<file path="src/rtl/or16_accum_if.sv">
// Valid/ready stream bundle for or16_accum: word input, frame length and OR result output.
interface or16_accum_if #(
    parameter int WIDTH = 16,
    parameter int LEN_W = 4
);
    logic [LEN_W-1:0] len;
    logic [WIDTH-1:0] in_data;
    logic             in_valid;
    logic             in_ready;
    logic [WIDTH-1:0] out_data;
    logic             out_any;
    logic             out_valid;
    logic             out_ready;

    modport master (
        output len, in_data, in_valid, out_ready,
        input  in_ready, out_data, out_any, out_valid
    );

    modport slave (
        input  len, in_data, in_valid, out_ready,
        output in_ready, out_data, out_any, out_valid
    );
endinterface

</file>
<file path="src/rtl/or16_accum.sv">
// Bitwise-OR collector over a frame of len+1 words; result valid the cycle after the last beat.
// in_ready drops while a result is pending; the result holds until out_ready takes it.
module or16_accum #(
    parameter int WIDTH = 16,
    parameter int LEN_W = 4
) (
    input  logic         clk,
    input  logic         reset,
    or16_accum_if.slave  bus,
    output logic         busy
);
    typedef enum logic [1:0] {IDLE, ACCUM, DONE} state_t;

    state_t           state, state_nxt;
    logic [WIDTH-1:0] acc, acc_nxt;
    logic [LEN_W-1:0] remaining, remaining_nxt;
    logic             beat;

    always_ff @(posedge clk) begin
        if (reset) begin
            state     <= IDLE;
            acc       <= '0;
            remaining <= '0;
        end else begin
            state     <= state_nxt;
            acc       <= acc_nxt;
            remaining <= remaining_nxt;
        end
    end

    always_comb begin
        state_nxt     = state;
        acc_nxt       = acc;
        remaining_nxt = remaining;
        bus.in_ready  = 1'b0;
        bus.out_valid = 1'b0;
        beat          = 1'b0;
        case (state)
            IDLE: begin
                bus.in_ready = 1'b1;
                beat         = bus.in_valid;
                if (beat) begin
                    // len is captured only here, so later changes cannot resize the frame
                    acc_nxt       = bus.in_data;
                    remaining_nxt = bus.len;
                    state_nxt     = (bus.len == '0) ? DONE : ACCUM;
                end
            end
            ACCUM: begin
                bus.in_ready = 1'b1;
                beat         = bus.in_valid;
                if (beat) begin
                    acc_nxt       = acc | bus.in_data;
                    remaining_nxt = remaining - 1'b1;
                    if (remaining == LEN_W'(1)) state_nxt = DONE;
                end
            end
            DONE: begin
                bus.out_valid = 1'b1;
                if (bus.out_ready) state_nxt = IDLE;
            end
            default: state_nxt = IDLE;
        endcase
    end

    assign bus.out_data = acc;
    assign bus.out_any  = |acc;
    assign busy         = (state != IDLE);
endmodule

</file>
<file path="src/flat_wrapper.sv">
// flat-port wrapper written by rule: the top's interface ports become plain ports
module or16_accum_flat 
#(
    parameter int WIDTH = 16,
    parameter int LEN_W = 4
)
  (clk, reset, busy, bus_len, bus_in_data, bus_in_valid, bus_out_ready, bus_in_ready, bus_out_data, bus_out_any, bus_out_valid);
  or16_accum_if #(.WIDTH(WIDTH), .LEN_W(LEN_W)) bus_i ();
  input  logic clk;
  input  logic reset;
  output logic busy;
  input wire logic [$bits(bus_i.len)-1:0] bus_len;
  input wire logic [$bits(bus_i.in_data)-1:0] bus_in_data;
  input wire logic [$bits(bus_i.in_valid)-1:0] bus_in_valid;
  input wire logic [$bits(bus_i.out_ready)-1:0] bus_out_ready;
  output wire logic [$bits(bus_i.in_ready)-1:0] bus_in_ready;
  output wire logic [$bits(bus_i.out_data)-1:0] bus_out_data;
  output wire logic [$bits(bus_i.out_any)-1:0] bus_out_any;
  output wire logic [$bits(bus_i.out_valid)-1:0] bus_out_valid;
  assign bus_i.len = bus_len;
  assign bus_i.in_data = bus_in_data;
  assign bus_i.in_valid = bus_in_valid;
  assign bus_i.out_ready = bus_out_ready;
  assign bus_in_ready = bus_i.in_ready;
  assign bus_out_data = bus_i.out_data;
  assign bus_out_any = bus_i.out_any;
  assign bus_out_valid = bus_i.out_valid;
  or16_accum #(.WIDTH(WIDTH), .LEN_W(LEN_W)) u_core (.clk(clk), .reset(reset), .bus(bus_i), .busy(busy));
endmodule
</file>
<file path="config.mk">
export PLATFORM = sky130hd
export DESIGN_NAME = or16_accum_flat
export DESIGN_NICKNAME = d
export VERILOG_FILES = /design/src/rtl/or16_accum_if.sv /design/src/rtl/or16_accum.sv /design/src/flat_wrapper.sv
export SDC_FILE = /design/constraint.sdc
export NUM_CORES = 1
export LEC_CHECK = 0
export BUFFER_PORTS_ARGS = -buffer_cell sky130_fd_sc_hd__buf_2
export CAP_MARGIN = 20
export CORE_MARGIN = 1
export CORE_UTILIZATION = 41
export DETAILED_ROUTE_END_ITERATION = 16
export PLACE_DENSITY = 0.84
export SYNTH_ARGS = -nofsm -noshare
export SYNTH_HDL_FRONTEND = slang
export SYNTH_SLANG_ARGS = --single-unit
</file>
<file path="constraint.sdc">
create_clock -name clk -period 1.3 [get_ports clk]
set_input_delay 0.325 -clock clk [delete_from_list [all_inputs] [get_ports clk]]
set_output_delay 0.325 -clock clk [all_outputs]
set_load 0.01 [all_outputs]
</file>
Yosys cells after proc, flatten, opt, wreduce, memory -nomap -nowiden
Index checks and enable logic that the tools add are counted.
{"block": "word_totals", "ff_bits": 22}
{"block": "classes", "add_sub_neg": 1, "n_eq_ne": 7, "n_mux": 14, "bitwise": 1, "reduce_logical": 8}
{"cell": "$mux 16", "n": 2}
{"cell": "$pmux 16 s2", "n": 1}
{"cell": "$or 16x16->16", "n": 1}
{"cell": "$reduce_or 16->1", "n": 1}
{"cell": "$mux 2", "n": 5}
{"cell": "$mux 4", "n": 2}
{"cell": "$pmux 4 s2", "n": 1}
{"cell": "$ne 2x2->1 const B", "n": 3}
{"cell": "$pmux 2 s3", "n": 1}
{"cell": "$eq 4x1->1 const B", "n": 1}
{"cell": "$logic_not 4->1", "n": 1}
{"cell": "$reduce_and 4->1", "n": 1}
{"cell": "$reduce_bool 2->1", "n": 2}
{"cell": "$sub 4x1->4 const B", "n": 1}
{"cell": "$reduce_and 3->1", "n": 1}
{"cell": "$eq 2x1->1 const B", "n": 1}
{"cell": "$eq 2x2->1 const B", "n": 1}
{"cell": "$logic_not 2->1", "n": 1}
{"cell": "$mux 1", "n": 2}
{"cell": "$ne 2x1->1 const B", "n": 1}
{"cell": "$reduce_or 2->1", "n": 1}

Depth between registers and ports, before layout
Gate-level depths: netlist (run 1).
{"block": "depth", "word_depth": 4, "mapped_depth": 5, "depth_no_buf": 5}

Worst setup path after synthesis (run 1)
OpenSTA, ideal clock, no wires.
{"block": "synth_timing", "path_type": "register to register", "from": "register u_core.remaining[1]", "to": "register u_core.state[0]", "arrival_time_ns": 1.132, "path_slack_ns": 0.039, "path_stages_with_launch": 6, "synth_period_minus_slack_ns": 1.261, "path_cell_list": "dfxtp_1 inv_1 ha_1 or4bb_1 a2bb2oi_1 nor3_1"}
{"block": "synth_via", "elab_chain_len": 3}
{"element": "from (decl)", "line": "or16_accum.sv:16", "source": "logic [LEN_W-1:0] remaining, remaining_nxt;"}
{"element": "from (signal assigned)", "line": "or16_accum.sv:27", "source": "remaining <= remaining_nxt;"}
{"element": "$eq 4x1->1", "line": "or16_accum.sv:55", "source": "if (remaining == LEN_W'(1)) state_nxt = DONE;"}
{"element": "$ne 2x1->1 (no source line)"}
{"element": "$reduce_and 4->1 (no source line)"}
{"element": "to (signal assigned)", "line": "or16_accum.sv:25", "source": "state <= state_nxt;"}
{"element": "to (decl)", "line": "or16_accum.sv:14", "source": "state_t state, state_nxt;"}
No other way between the ends.
A chain may end at the register's enable or synchronous reset.

Final worst setup path (run 1)
{"block": "layout_timing", "from": "register u_core.acc[11] (netlist: u_core.bus.out_data[11])", "to": "output bus_out_any"}
{"block": "layout_via", "elab_chain_len": 1}
{"element": "from (decl)", "line": "or16_accum.sv:15", "source": "logic [WIDTH-1:0] acc, acc_nxt;"}
{"element": "from (signal assigned)", "line": "or16_accum.sv:26", "source": "acc <= acc_nxt;"}
{"element": "$reduce_or 16->1", "line": "or16_accum.sv:67", "source": "assign bus.out_any = |acc;"}
{"element": "to (decl)", "line": "flat_wrapper.sv:18", "source": "output wire logic [$bits(bus_i.out_any)-1:0] bus_out_any;"}
No other way between the ends.

==> results of run 1 <==
==> sequential cells by signal, indices dropped and copies added, names as in the netlist <==
signal	flops
u_core.remaining	4
u_core.bus.out_data	16
u_core.state	2
==> cell usage after synthesis, drive strengths merged, types with 2 or more instances <==
cell    number  area (um2)
a22oi       16         170
or2b         2        15.0
a21oi        3        15.0
buf          5        41.3
nor2b        4        25.0
nor4         5        31.3
dfxtp       22         440
nor2        17        63.8
ha           2        25.0
nand2        3        11.3
o21ai        3        15.0
nor3         3        15.0
inv          3        11.3
clkbuf       2        7.51
==> placed cells by master, fill, tap and decap left out, types with 2 or more instances in the layout <==
| cell | Yosys | final |
|---|---|---|
| sky130_fd_sc_hd__nor4_1 | 5 | 2 |
| sky130_fd_sc_hd__buf_4 | 0 | 8 |
| sky130_fd_sc_hd__dfxtp_4 | 0 | 2 |
| sky130_fd_sc_hd__buf_2 | 3 | 41 |
| sky130_fd_sc_hd__a22oi_2 | 10 | 16 |
| sky130_fd_sc_hd__inv_1 | 3 | 2 |
| sky130_fd_sc_hd__nor4_2 | 0 | 2 |
| sky130_fd_sc_hd__or2b_1 | 2 | 2 |
| sky130_fd_sc_hd__dfxtp_1 | 22 | 15 |
| sky130_fd_sc_hd__dfxtp_2 | 0 | 5 |
| sky130_fd_sc_hd__nor2b_1 | 4 | 3 |
| sky130_fd_sc_hd__clkbuf_4 | 0 | 3 |
| sky130_fd_sc_hd__o21ai_0 | 3 | 2 |
| sky130_fd_sc_hd__nor3_1 | 3 | 2 |
| sky130_fd_sc_hd__nor2_1 | 17 | 16 |
| sky130_fd_sc_hd__nand2_1 | 3 | 3 |
| sky130_fd_sc_hd__buf_6 | 1 | 6 |
| sky130_fd_sc_hd__a21oi_1 | 3 | 3 |
==> worst max-delay path, stage by stage (launching register included) <==
cell                      delay, ns
sky130_fd_sc_hd__dfxtp_1       0.34
sky130_fd_sc_hd__nor4_2        0.29
sky130_fd_sc_hd__nand4_1       0.13
sky130_fd_sc_hd__buf_2         0.16
==> metrics by stage <==
step | TNS, ns | utilization
after floorplan | 0 | -
after global placement | -0.0464 | 0.575
after detailed placement | -0.524 | 0.575
after CTS | -0.553 | 0.653
after global routing | -1.35 | 0.670
final | -0.545 | 0.670
==> worst max-delay path by stage <==
stage | startpoint | endpoint
2_1_floorplan | u_core.remaining[1] | u_core.state[0]
3_3_place_gp | bus_in_valid | u_core.bus.out_data[4]
3_5_place_dp | bus_in_valid | u_core.bus.out_data[8]
4_1_cts | u_core.bus.out_data[7] | bus_out_any
5_1_grt | u_core.bus.out_data[12] | bus_out_any
6_report | u_core.bus.out_data[11] | bus_out_any
==> repair_timing <==
| item | 4_1_cts | 5_1_grt |
|---|---|---|
| gates cloned | 1 | 0 |
| endpoints found under the hold margin | 0 | 0 |
| setup buffers | 3 | 1 |
| pin swaps | 4 | 3 |
| gates resized for setup | 28 | 11 |
| setup endpoints to repair | 11 | 23 |
==> cell families (layout without fill, tap and decap cells) <==
group / after synthesis / after routing
compound gates: 27 / 27
fa+ha+maj: 2 / 2
buf+inv: 10 / 64
mux: 1 / 1
flops: 22 / 22
simple gates: 44 / 44
==> cell type report <==
type | instances | share of cell area
timing repair buffer | 58 | 0.259
tap | 28 | 0.0230
clock buffer | 3 | 0.0148
inverter | 3 | 0.00738
multi-input combinational | 74 | 0.398
sequential | 22 | 0.298
==> power groups by stage <==
stage | sequential [mW] | combinational, mW | clock [mW]
floorplan | 0.788 | 0.192 | 0
global placement | 0.774 | 0.330 | 0
detailed placement | 0.778 | 0.344 | 0
CTS | 0.768 | 0.424 | 0.308
global route | 0.779 | 0.477 | 0.344
finish | 0.772 | 0.440 | 0.308
==> layer usage <==
layer / vias up / wire length [um] / part of all wire
met2: 46 / 1390 / 0.50
met4: 0 / 49 / 0.018
met5: - / 0 / 0
met1: 489 / 1140 / 0.42
li1: 500 / - / -
met3: 7 / 164 / 0.060
==> results by group, run 1 <==
STA
  • Final hold viol count: 0
  • Maximum clock rate: 641 MHz
  • Final-report setup violation count: 18
  • Worst slack on hold paths: 0.254 ns
  • Final setup skew: 0.000893 ns
  • Setup repair after global routing missed its margin: true
  • Slew Limit Headroom: 0.688
  • Final slew viol count: 0
  • Slew of the pin with the lowest slew margin: 0.463 ns
  • Worst Setup Slack, final: -0.260 ns
  • Time the final worst path needs with I/O delays and setup: 1.56 ns
  • Fin crit share: 1.20

Cells and area
  • Post-Layout Cell Count: 188
  • Area growth syn-to-layout: 49.6%
  • Final Instance Area: 1530 um2
  • Number of antenna cells inserted: 0
  • Number of nets in the layout: 188
  • Storage element area: 454 um2
  • Fill cell instance count of the final layout: 183
  • Area used by multi-input combinational logic: 607 um2
  • Proportion of layout cells with a drive suffix above 1: 0.606

Clock tree
  • Max H-tree Level: 1
  • Clock slew at the register clock pins of the worst setup and hold paths: 0.11 ns
  • TritonCTS clock tree: built
  • Clock latency at the later pin of the worst-skew pair: 0.31 ns
  • Number of buffers inserted for hold repair after clock tree synthesis: 0
  • CTS sink cnt: 22
  • Clock buffer depth: 2
  • Inserted Clock Buffers: 3
  • Clock tree root buffer cell: sky130_fd_sc_hd__clkbuf_4

Floorplanning
  • CORE AREA: 2280 um2
  • Vert. Die Dim: 51.9 um
  • Effective utilization at floorplan: 0.448
  • Die W: 51.9 um
  • Site Rows: 17
  • Die ar.: 2690 um2
  • Num ports: 44

GRT
  • Vias in the first global route: 1045
  • Tot GR Track Use: 0.228
  • Largest net degree at the start of global routing: 18
  • Global-route track usage on met1: 0.286
  • GR Util met2: 0.387
  • Global route hottest layer: met2
  • Initial antenna violation count: 0
  • Total overflow reported by the global router: 0
  • GRT met3 Usage: 0.0409
  • First-pass GRT wire length: 4.54 mm

Min path
  • HP Class: in -> reg
  • Cell depth of the worst hold path: 3
  • Worst Hold Path EP: u_core.bus.out_data[7]
  • Startpoint of the tightest hold check path: bus_in_data[7]

Place
  • Placed wire-length estimate after detailed placement: 1.90 mm
  • Setup Slack @ Placement: -0.0495 ns
  • Input/output buffers: 43
  • Area post-placement: 1310 um2
  • Final GP Congestion: 0.787
  • Post-Place Cells: 180

Drt
  • Drt first-iter violations: 13
  • Number of antenna-violating nets in the routed design: 0
  • Number of vias per cell after detailed routing: 5.54
  • Total via count in the routed design: 1042
  • Number of iterations in the first detailed-routing pass: 4
  • Number of design rule violations left after detail routing: 0
  • Wire length per cell after detailed routing: 14.6 um
  • Total routed wirelength: 2.75 mm

Synth
  • Post-Syn Instances: 106
  • Mapped Avg Cell Area: 9.62 um2
  • Flops & latches, synth: 22
  • Share of the synthesized area in compound gates (AO/OA/AOI/OAI): 0.233
  • Main combinational cell family by area after synthesis: simple AND/OR/NAND/NOR gates
  • Adder-cell area share of the yosys netlist: 0.0245
  • Synthesized-area fraction occupied by and/or/nand/nor cells: 0.242
  • EDFF count, synth: 0
  • Seq/Total Area, Yosys: 0.432
  • Unique cell type count in the Yosys netlist: 33
  • Post-synth ARST share: 0
  • Portion of netlist area occupied by mux cells: 0.00982
  • Synthesized-area fraction occupied by xor and xnor cells: 0
  • Combined area of all synthesized cells: 1020 um2
  • Most frequently used flop master after synthesis: sky130_fd_sc_hd__dfxtp_1
  • Ys Warns: 0
  • Post-Syn Nets: 132

Critical path
  • Kind of end point of the critical path: output pin
  • Startpoint of the most critical register-to-register path: u_core.state[0]
  • R2r endpoint: u_core.bus.out_data[8]
  • Path type of the worst setup path: reg -> out
  • Reg2reg path depth: 5
  • Register-to-register setup slack: -0.04 ns
  • Critical path data required time: 0.98 ns
  • Maximum net fanout on the critical path: 2
  • Data arrival time of the critical path: 1.23 ns
  • Kind of start point of the critical path: flop

Status
  • Violations in the final reports: setup timing
  • Outcome: complete, but fails checks

Pwr
  • Clock power share: 0.203
  • Leakage: 0.659 nW
  • Combinational fraction of design power: 0.289
  • Total power: 1.52 mW
  • Total power density per cell area: 997 nW/um2
  • Pint: 1.07 mW
  • Register share of total power: 0.508
  • Worst voltage drop across the vdd grid: 670 uV
  • Net switching power: 0.447 mW
  • Switching fraction of total power: 0.294

Flow run
  • Max-Cap Viols: 0
(Power assumes the default switching activity.)
==> run 2: changes to the inputs <==
--- a/config.mk
+++ b/config.mk
@@ -6,11 +6,10 @@
 export NUM_CORES = 1
 export LEC_CHECK = 0
 export BUFFER_PORTS_ARGS = -buffer_cell sky130_fd_sc_hd__buf_2
-export CAP_MARGIN = 20
 export CORE_MARGIN = 1
-export CORE_UTILIZATION = 41
+export CORE_UTILIZATION = 49
 export DETAILED_ROUTE_END_ITERATION = 16
-export PLACE_DENSITY = 0.84
+export PLACE_DENSITY = 0.93
 export SYNTH_ARGS = -nofsm -noshare
 export SYNTH_HDL_FRONTEND = slang
 export SYNTH_SLANG_ARGS = --single-unit
==> constraint.sdc (replaced) <==
create_clock -name clk -period 1.99 [get_ports clk]
set_input_delay 0.4975 -clock clk [delete_from_list [all_inputs] [get_ports clk]]
set_output_delay 0.4975 -clock clk [all_outputs]
set_load 0.01 [all_outputs]
==> results by group, run 2 (synthesis gave the netlist of run 1 again) <==
Place
  • Final GP Congestion: 0.868 (+10%)
  • Placed wire-length estimate after detailed placement: 1.74 mm (-8.6%)
  • Input/output buffers: 43 (unchanged)
  • Area post-placement: 1230 um2 (-6.2%)
  • Setup Slack @ Placement: 0.224 ns (+0.274 ns)

Cells and area
  • Area growth syn-to-layout: 23.9%
  • Number of nets in the layout: 174 (-7.4%)
  • Proportion of layout cells with a drive suffix above 1: 0.408 (-0.198)
  • Number of antenna cells inserted: 0 (unchanged)
  • Most common cell after layout, fill and taps aside: sky130_fd_sc_hd__buf_2
  • Final Instance Area: 1260 um2 (-17%)
  • Most frequent cells in the layout: sky130_fd_sc_hd__buf_2, sky130_fd_sc_hd__dfxtp_1, sky130_fd_sc_hd__nor2_1
  • Number of flip-flops under the largest register name: 16 (unchanged)

Drt
  • Wire length per cell after detailed routing: 13.4 um (-8.1%)
  • Total routed wirelength: 2.33 mm (-15%)
  • Number of antenna-violating nets in the routed design: 0 (unchanged)
  • Drt first-iter violations: 27 (+14)
  • Total via count in the routed design: 972 (-6.7%)
  • Number of iterations in the first detailed-routing pass: 4 (unchanged)
  • Number of design rule violations left after detail routing: 0 (unchanged)
  • Number of vias per cell after detailed routing: 5.59 (+0.79%)

STA
  • Worst slack on hold paths: 0.449 ns (+0.195 ns)
  • Slew Limit Headroom: 0.536 (-0.152)
  • Maximum clock rate: 561 MHz
  • Setup repair after global routing missed its margin: false
  • Final hold viol count: 0 (unchanged)
  • Slew of the pin with the lowest slew margin: 0.696 ns (+0.232 ns)
  • Final slew viol count: 0 (unchanged)
  • Accumulated negative setup slack: 0 ns (+0.545 ns)
  • Worst Setup Slack, final: 0.207 ns (+0.467 ns)
  • Final setup skew: 0.00116 ns (+0.000270 ns)
  • Final-report setup violation count: 0 (-18)
  • Time the final worst path needs with I/O delays and setup: 1.78 ns
  • Fin crit share: 0.896

Min path
  • HP Class: in -> reg
  • Worst Hold Path EP: u_core.bus.out_data[1]
  • Cell depth of the worst hold path: 3 (unchanged)
  • Startpoint of the tightest hold check path: bus_in_data[1]

Clock tree
  • Buffers inserted by post-CTS timing repair: 0 (-3)
  • CTS sink cnt: 22 (unchanged)
  • Inserted Clock Buffers: 3 (unchanged)
  • Clock slew at the register clock pins of the worst setup and hold paths: 0.11 ns (about the same)
  • Clock buffer depth: 2 (unchanged)
  • Number of buffers inserted for hold repair after clock tree synthesis: 0 (unchanged)
  • Number of resized instances in the post-cts repair step: 0 (-100%)
  • TritonCTS clock tree: built
  • Clock tree root buffer cell: sky130_fd_sc_hd__clkbuf_4
  • Clock latency at the later pin of the worst-skew pair: 0.29 ns (-0.02 ns)
  • Max H-tree Level: 1 (unchanged)

Critical path
  • Kind of start point of the critical path: flop
  • Data arrival time of the critical path: 1.29 ns (+0.06 ns)
  • Kind of end point of the critical path: output pin
  • Register-to-register setup slack: 0.35 ns (+0.39 ns)
  • Maximum net fanout on the critical path: 3 (+1)
  • R2r endpoint: u_core.bus.out_data[3]
  • Critical path data required time: 1.49 ns (+0.51 ns)
  • Startpoint of the most critical register-to-register path: u_core.state[0]
  • Reg2reg path depth: 3 (-2)
  • Path type of the worst setup path: reg -> out

Floorplanning
  • Site Rows: 16 (-1)
  • Die W: 47.6 um (-8.2%)
  • Num ports: 44 (unchanged)
  • CORE AREA: 1960 um2 (-14%)
  • Die ar.: 2270 um2 (-16%)
  • Vert. Die Dim: 47.6 um (-8.2%)
  • Effective utilization at floorplan: 0.520 (+0.0717)

GRT
  • Initial antenna violation count: 0 (unchanged)
  • Tot GR Track Use: 0.227 (-0.000683)
  • Total overflow reported by the global router: 0 (unchanged)
  • First-pass GRT wire length: 3.60 mm (-21%)
  • Largest net degree at the start of global routing: 24 (+6)
  • Vias in the first global route: 878 (-16%)

Pwr
  • Total power density per cell area: 737 nW/um2 (-26%)
  • Worst voltage drop across the vdd grid: 480 uV (-28%)
  • Leakage: 0.562 nW (-15%)
  • Total power: 0.931 mW (-39%)

Status
  • Outcome: completed

Flow run
  • Max-Cap Viols: 0 (unchanged)
run 2: cell count changes in the layout (fill, tap and decap cells not counted), sizes merged:
cell,previous run,this run
buf,58,44
clkbuf,3,4
run 2: metrics by stage:
step,utilization,cells
2_1_floorplan,-,106
3_3_place_gp,0.626,170
3_5_place_dp,0.626,170
4_1_cts,0.644,174
5_1_grt,0.644,174
6_report,0.644,174
run 2: worst max-delay path by stage:
| stage | slack (ns) | startpoint | endpoint | depth (start not counted) |
|---|---|---|---|---|
| after floorplan | 0.60 | bus_in_valid | u_core.bus.out_data[0] | 5 |
| after global placement | 0.31 | bus_in_valid | u_core.bus.out_data[2] | 4 |
| after detailed placement | 0.22 | bus_in_valid | u_core.bus.out_data[3] | 4 |
| after CTS | 0.20 | u_core.bus.out_data[4] | bus_out_any | 3 |
| after global routing | 0.12 | u_core.bus.out_data[4] | bus_out_any | 3 |
| final | 0.21 | u_core.bus.out_data[11] | bus_out_any | 3 |
run 2: where the power goes:
group / total, mW / switching, mW / leakage [nW] / internal [mW]
Clock: 0.234 / 0.123 / 0.0210 / 0.111
Sequential: 0.506 / 0.0350 / 0.182 / 0.471
Combinational: 0.190 / 0.0971 / 0.359 / 0.0933
run 2: cell type report:
cell class | instances | area (um2)
repair buffers | 44 | 223
well taps | 27 | 33.8
flip-flops and latches | 22 | 440
clock buffers | 4 | 36.3
fillers | 191 | 698
multi-input cells | 74 | 519
inverters | 3 | 11.3
run 2: metal layers:
layer  wire length [um]  share of wire  GRT usage
met5                  0              0          0
met3                138          0.059     0.0528
met2               1170           0.50      0.419
met4                 10         0.0043     0.0778
met1               1010           0.43      0.256
run 2: worst max-delay path: stages (launching register included):
cell and delay (ns):
sky130_fd_sc_hd__dfxtp_1 0.35, sky130_fd_sc_hd__nor4_1 0.34, sky130_fd_sc_hd__nand4_1 0.14, sky130_fd_sc_hd__buf_2 0.16
==> run 3: changes to the inputs <==
--- a/config.mk
+++ b/config.mk
@@ -6,6 +6,7 @@
 export NUM_CORES = 1
 export LEC_CHECK = 0
 export BUFFER_PORTS_ARGS = -buffer_cell sky130_fd_sc_hd__buf_2
+export CORE_ASPECT_RATIO = 0.8
 export CORE_MARGIN = 1
 export CORE_UTILIZATION = 49
 export DETAILED_ROUTE_END_ITERATION = 16
==> constraint.sdc (replaced) <==
create_clock -name clk -period 2.25 [get_ports clk]
set_input_delay 0.5625 -clock clk [delete_from_list [all_inputs] [get_ports clk]]
set_output_delay 0.5625 -clock clk [all_outputs]
set_load 0.01 [all_outputs]
==> results by group, run 3 (synthesis gave the netlist of run 1 again) <==
Status
  • Outcome: completed

STA
  • Final slew viol count: 0 (unchanged)
  • Worst slack on hold paths: 0.492 ns (+0.0426 ns)
  • Final-report setup violation count: 0 (unchanged)
  • Time the final worst path needs with I/O delays and setup: 1.92 ns
  • Slew of the pin with the lowest slew margin: 0.726 ns (+0.0302 ns)
  • Fin crit share: 0.853
  • Slew Limit Headroom: 0.516 (-0.0201)
  • Maximum clock rate: 521 MHz
  • Final hold viol count: 0 (unchanged)
  • Setup repair after global routing missed its margin: false
  • Accumulated negative setup slack: 0 ns (unchanged)
  • Final setup skew: 0.00557 ns (+0.00441 ns)

Drt
  • Number of antenna-violating nets in the routed design: 0 (unchanged)
  • Total routed wirelength: 2.51 mm (+7.6%)
  • Drt first-iter violations: 29 (+7.4%)
  • Wire length per cell after detailed routing: 14.7 um (+9.5%)
  • Number of iterations in the first detailed-routing pass: 5 (+1)
  • Total via count in the routed design: 990 (+1.9%)
  • Number of vias per cell after detailed routing: 5.79 (+3.6%)
  • Number of design rule violations left after detail routing: 0 (unchanged)

Clock tree
  • Clock buffer depth: 2 (unchanged)
  • Number of resized instances in the post-cts repair step: 0 (unchanged)
  • Clock slew at the register clock pins of the worst setup and hold paths: 0.12 ns (about the same)
  • Max H-tree Level: 1 (unchanged)
  • TritonCTS clock tree: built
  • Number of buffers inserted for hold repair after clock tree synthesis: 0 (unchanged)
  • CTS sink cnt: 22 (unchanged)
  • Clock latency at the later pin of the worst-skew pair: 0.31 ns (+0.02 ns)
  • Inserted Clock Buffers: 3 (unchanged)
  • Buffers inserted by post-CTS timing repair: 0 (unchanged)
  • Clock tree root buffer cell: sky130_fd_sc_hd__clkbuf_4

Critical path
  • Reg2reg path depth: 3 (unchanged)
  • Path type of the worst setup path: reg -> out
  • Kind of end point of the critical path: output pin
  • R2r endpoint: u_core.bus.out_data[4]
  • Startpoint of the most critical register-to-register path: u_core.state[0]
  • Kind of start point of the critical path: flop
  • Register-to-register setup slack: 0.58 ns (+0.23 ns)
  • Maximum net fanout on the critical path: 3 (unchanged)
  • Critical path data required time: 1.69 ns (+0.20 ns)
  • Data arrival time of the critical path: 1.36 ns (+0.07 ns)

Cells and area
  • Storage element area: 440 um2 (unchanged)
  • Number of antenna cells inserted: 0 (unchanged)
  • Number of nets in the layout: 174 (unchanged)
  • Most frequent cells in the layout: sky130_fd_sc_hd__buf_2, sky130_fd_sc_hd__dfxtp_1, sky130_fd_sc_hd__nor2_1
  • Area growth syn-to-layout: 23.6%
  • Area used by multi-input combinational logic: 519 um2 (unchanged)
  • Most common cell after layout, fill and taps aside: sky130_fd_sc_hd__buf_2
  • Proportion of layout cells with a drive suffix above 1: 0.408 (unchanged)
  • Fill cell instance count of the final layout: 168 (-12%)
  • Number of flip-flops under the largest register name: 16 (unchanged)

Min path
  • HP Class: reg -> reg
  • Startpoint of the tightest hold check path: u_core.remaining[1]
  • Cell depth of the worst hold path: 2 (-1)
  • Worst Hold Path EP: u_core.remaining[1]

GRT
  • Tot GR Track Use: 0.249 (+0.0221)
  • Total overflow reported by the global router: 0 (unchanged)
  • Largest net degree at the start of global routing: 24 (unchanged)
  • Initial antenna violation count: 0 (unchanged)
  • Vias in the first global route: 922 (+5.0%)
  • First-pass GRT wire length: 4.20 mm (+16%)

Place
  • Input/output buffers: 43 (unchanged)
  • Placed wire-length estimate after detailed placement: 1.82 mm (+4.8%)
  • Final GP Congestion: 0.790 (-9.0%)

Floorplanning
  • Effective utilization at floorplan: 0.529 (+0.00945)
  • Num ports: 44 (unchanged)
  • Die ar.: 2270 um2 (about the same)
  • CORE AREA: 1930 um2 (-1.8%)
  • Vert. Die Dim: 42.8 um (-10%)
  • Site Rows: 14 (-2)
  • Die W: 53.0 um (+11%)

Flow run
  • Max-Cap Viols: 0 (unchanged)

Pwr
  • Total power density per cell area: 662 nW/um2 (-10%)
  • Worst voltage drop across the vdd grid: 452 uV (-5.8%)
  • Leakage: 0.562 nW (unchanged)
==> run 3: cell counts in the layout (fill, tap and decap cells not counted) <==
Identical to the previous run, type by type.
==> run 3: cell type report <==
| class | count | area share |
|---|---|---|
| multi-input combinational | 74 | 0.412 |
| sequential | 22 | 0.350 |
| timing repair buffer | 44 | 0.177 |
| clock buffer | 4 | 0.0288 |
| tap | 24 | 0.0238 |
| inverter | 3 | 0.00894 |
==> run 3: worst max-delay path by stage <==
stage | from | to | depth (start not counted)
after floorplan | bus_in_valid | u_core.bus.out_data[0] | 5
after global placement | bus_in_valid | u_core.bus.out_data[2] | 4
after detailed placement | bus_in_valid | u_core.bus.out_data[6] | 4
after CTS | u_core.bus.out_data[11] | bus_out_any | 3
after global routing | u_core.bus.out_data[11] | bus_out_any | 3
final | u_core.bus.out_data[11] | bus_out_any | 3
==> run 3: critical path, cell delays in order, from the launching register on <==
cell and delay [ns]:
sky130_fd_sc_hd__dfxtp_1 0.35, sky130_fd_sc_hd__nor4_1 0.37, sky130_fd_sc_hd__nand4_1 0.16, sky130_fd_sc_hd__buf_2 0.17
==> run 3: metrics by stage <==
stage / cells / instance area (um2) / utilization / total power [mW] / worst slack (ns)
2_1_floorplan: 106 / 1020 / - / 0.566 / 0.799
3_3_place_gp: 167 / 1220 / 0.635 / 0.614 / 0.521
3_5_place_dp: 167 / 1220 / 0.635 / 0.626 / 0.455
4_1_cts: 171 / 1260 / 0.654 / 0.835 / 0.322
5_1_grt: 171 / 1260 / 0.654 / 0.873 / 0.184
6_report: 171 / 1260 / 0.654 / 0.835 / 0.331
==> run 3: report_power, final <==
part / switching, mW / leakage (nW) / internal [mW]
sequential: 0.0316 / 0.182 / 0.417
clock: 0.116 / 0.0210 / 0.0988
combinational: 0.0881 / 0.359 / 0.0828
==> run 3: layer usage <==
layer | GRT usage | vias up | share of wire
met5 | 0 | - | 0
met4 | 0.0632 | 0 | 0.0064
met3 | 0.0466 | 2 | 0.047
met2 | 0.446 | 34 | 0.53
met1 | 0.302 | 484 | 0.42
li1 | - | 470 | -
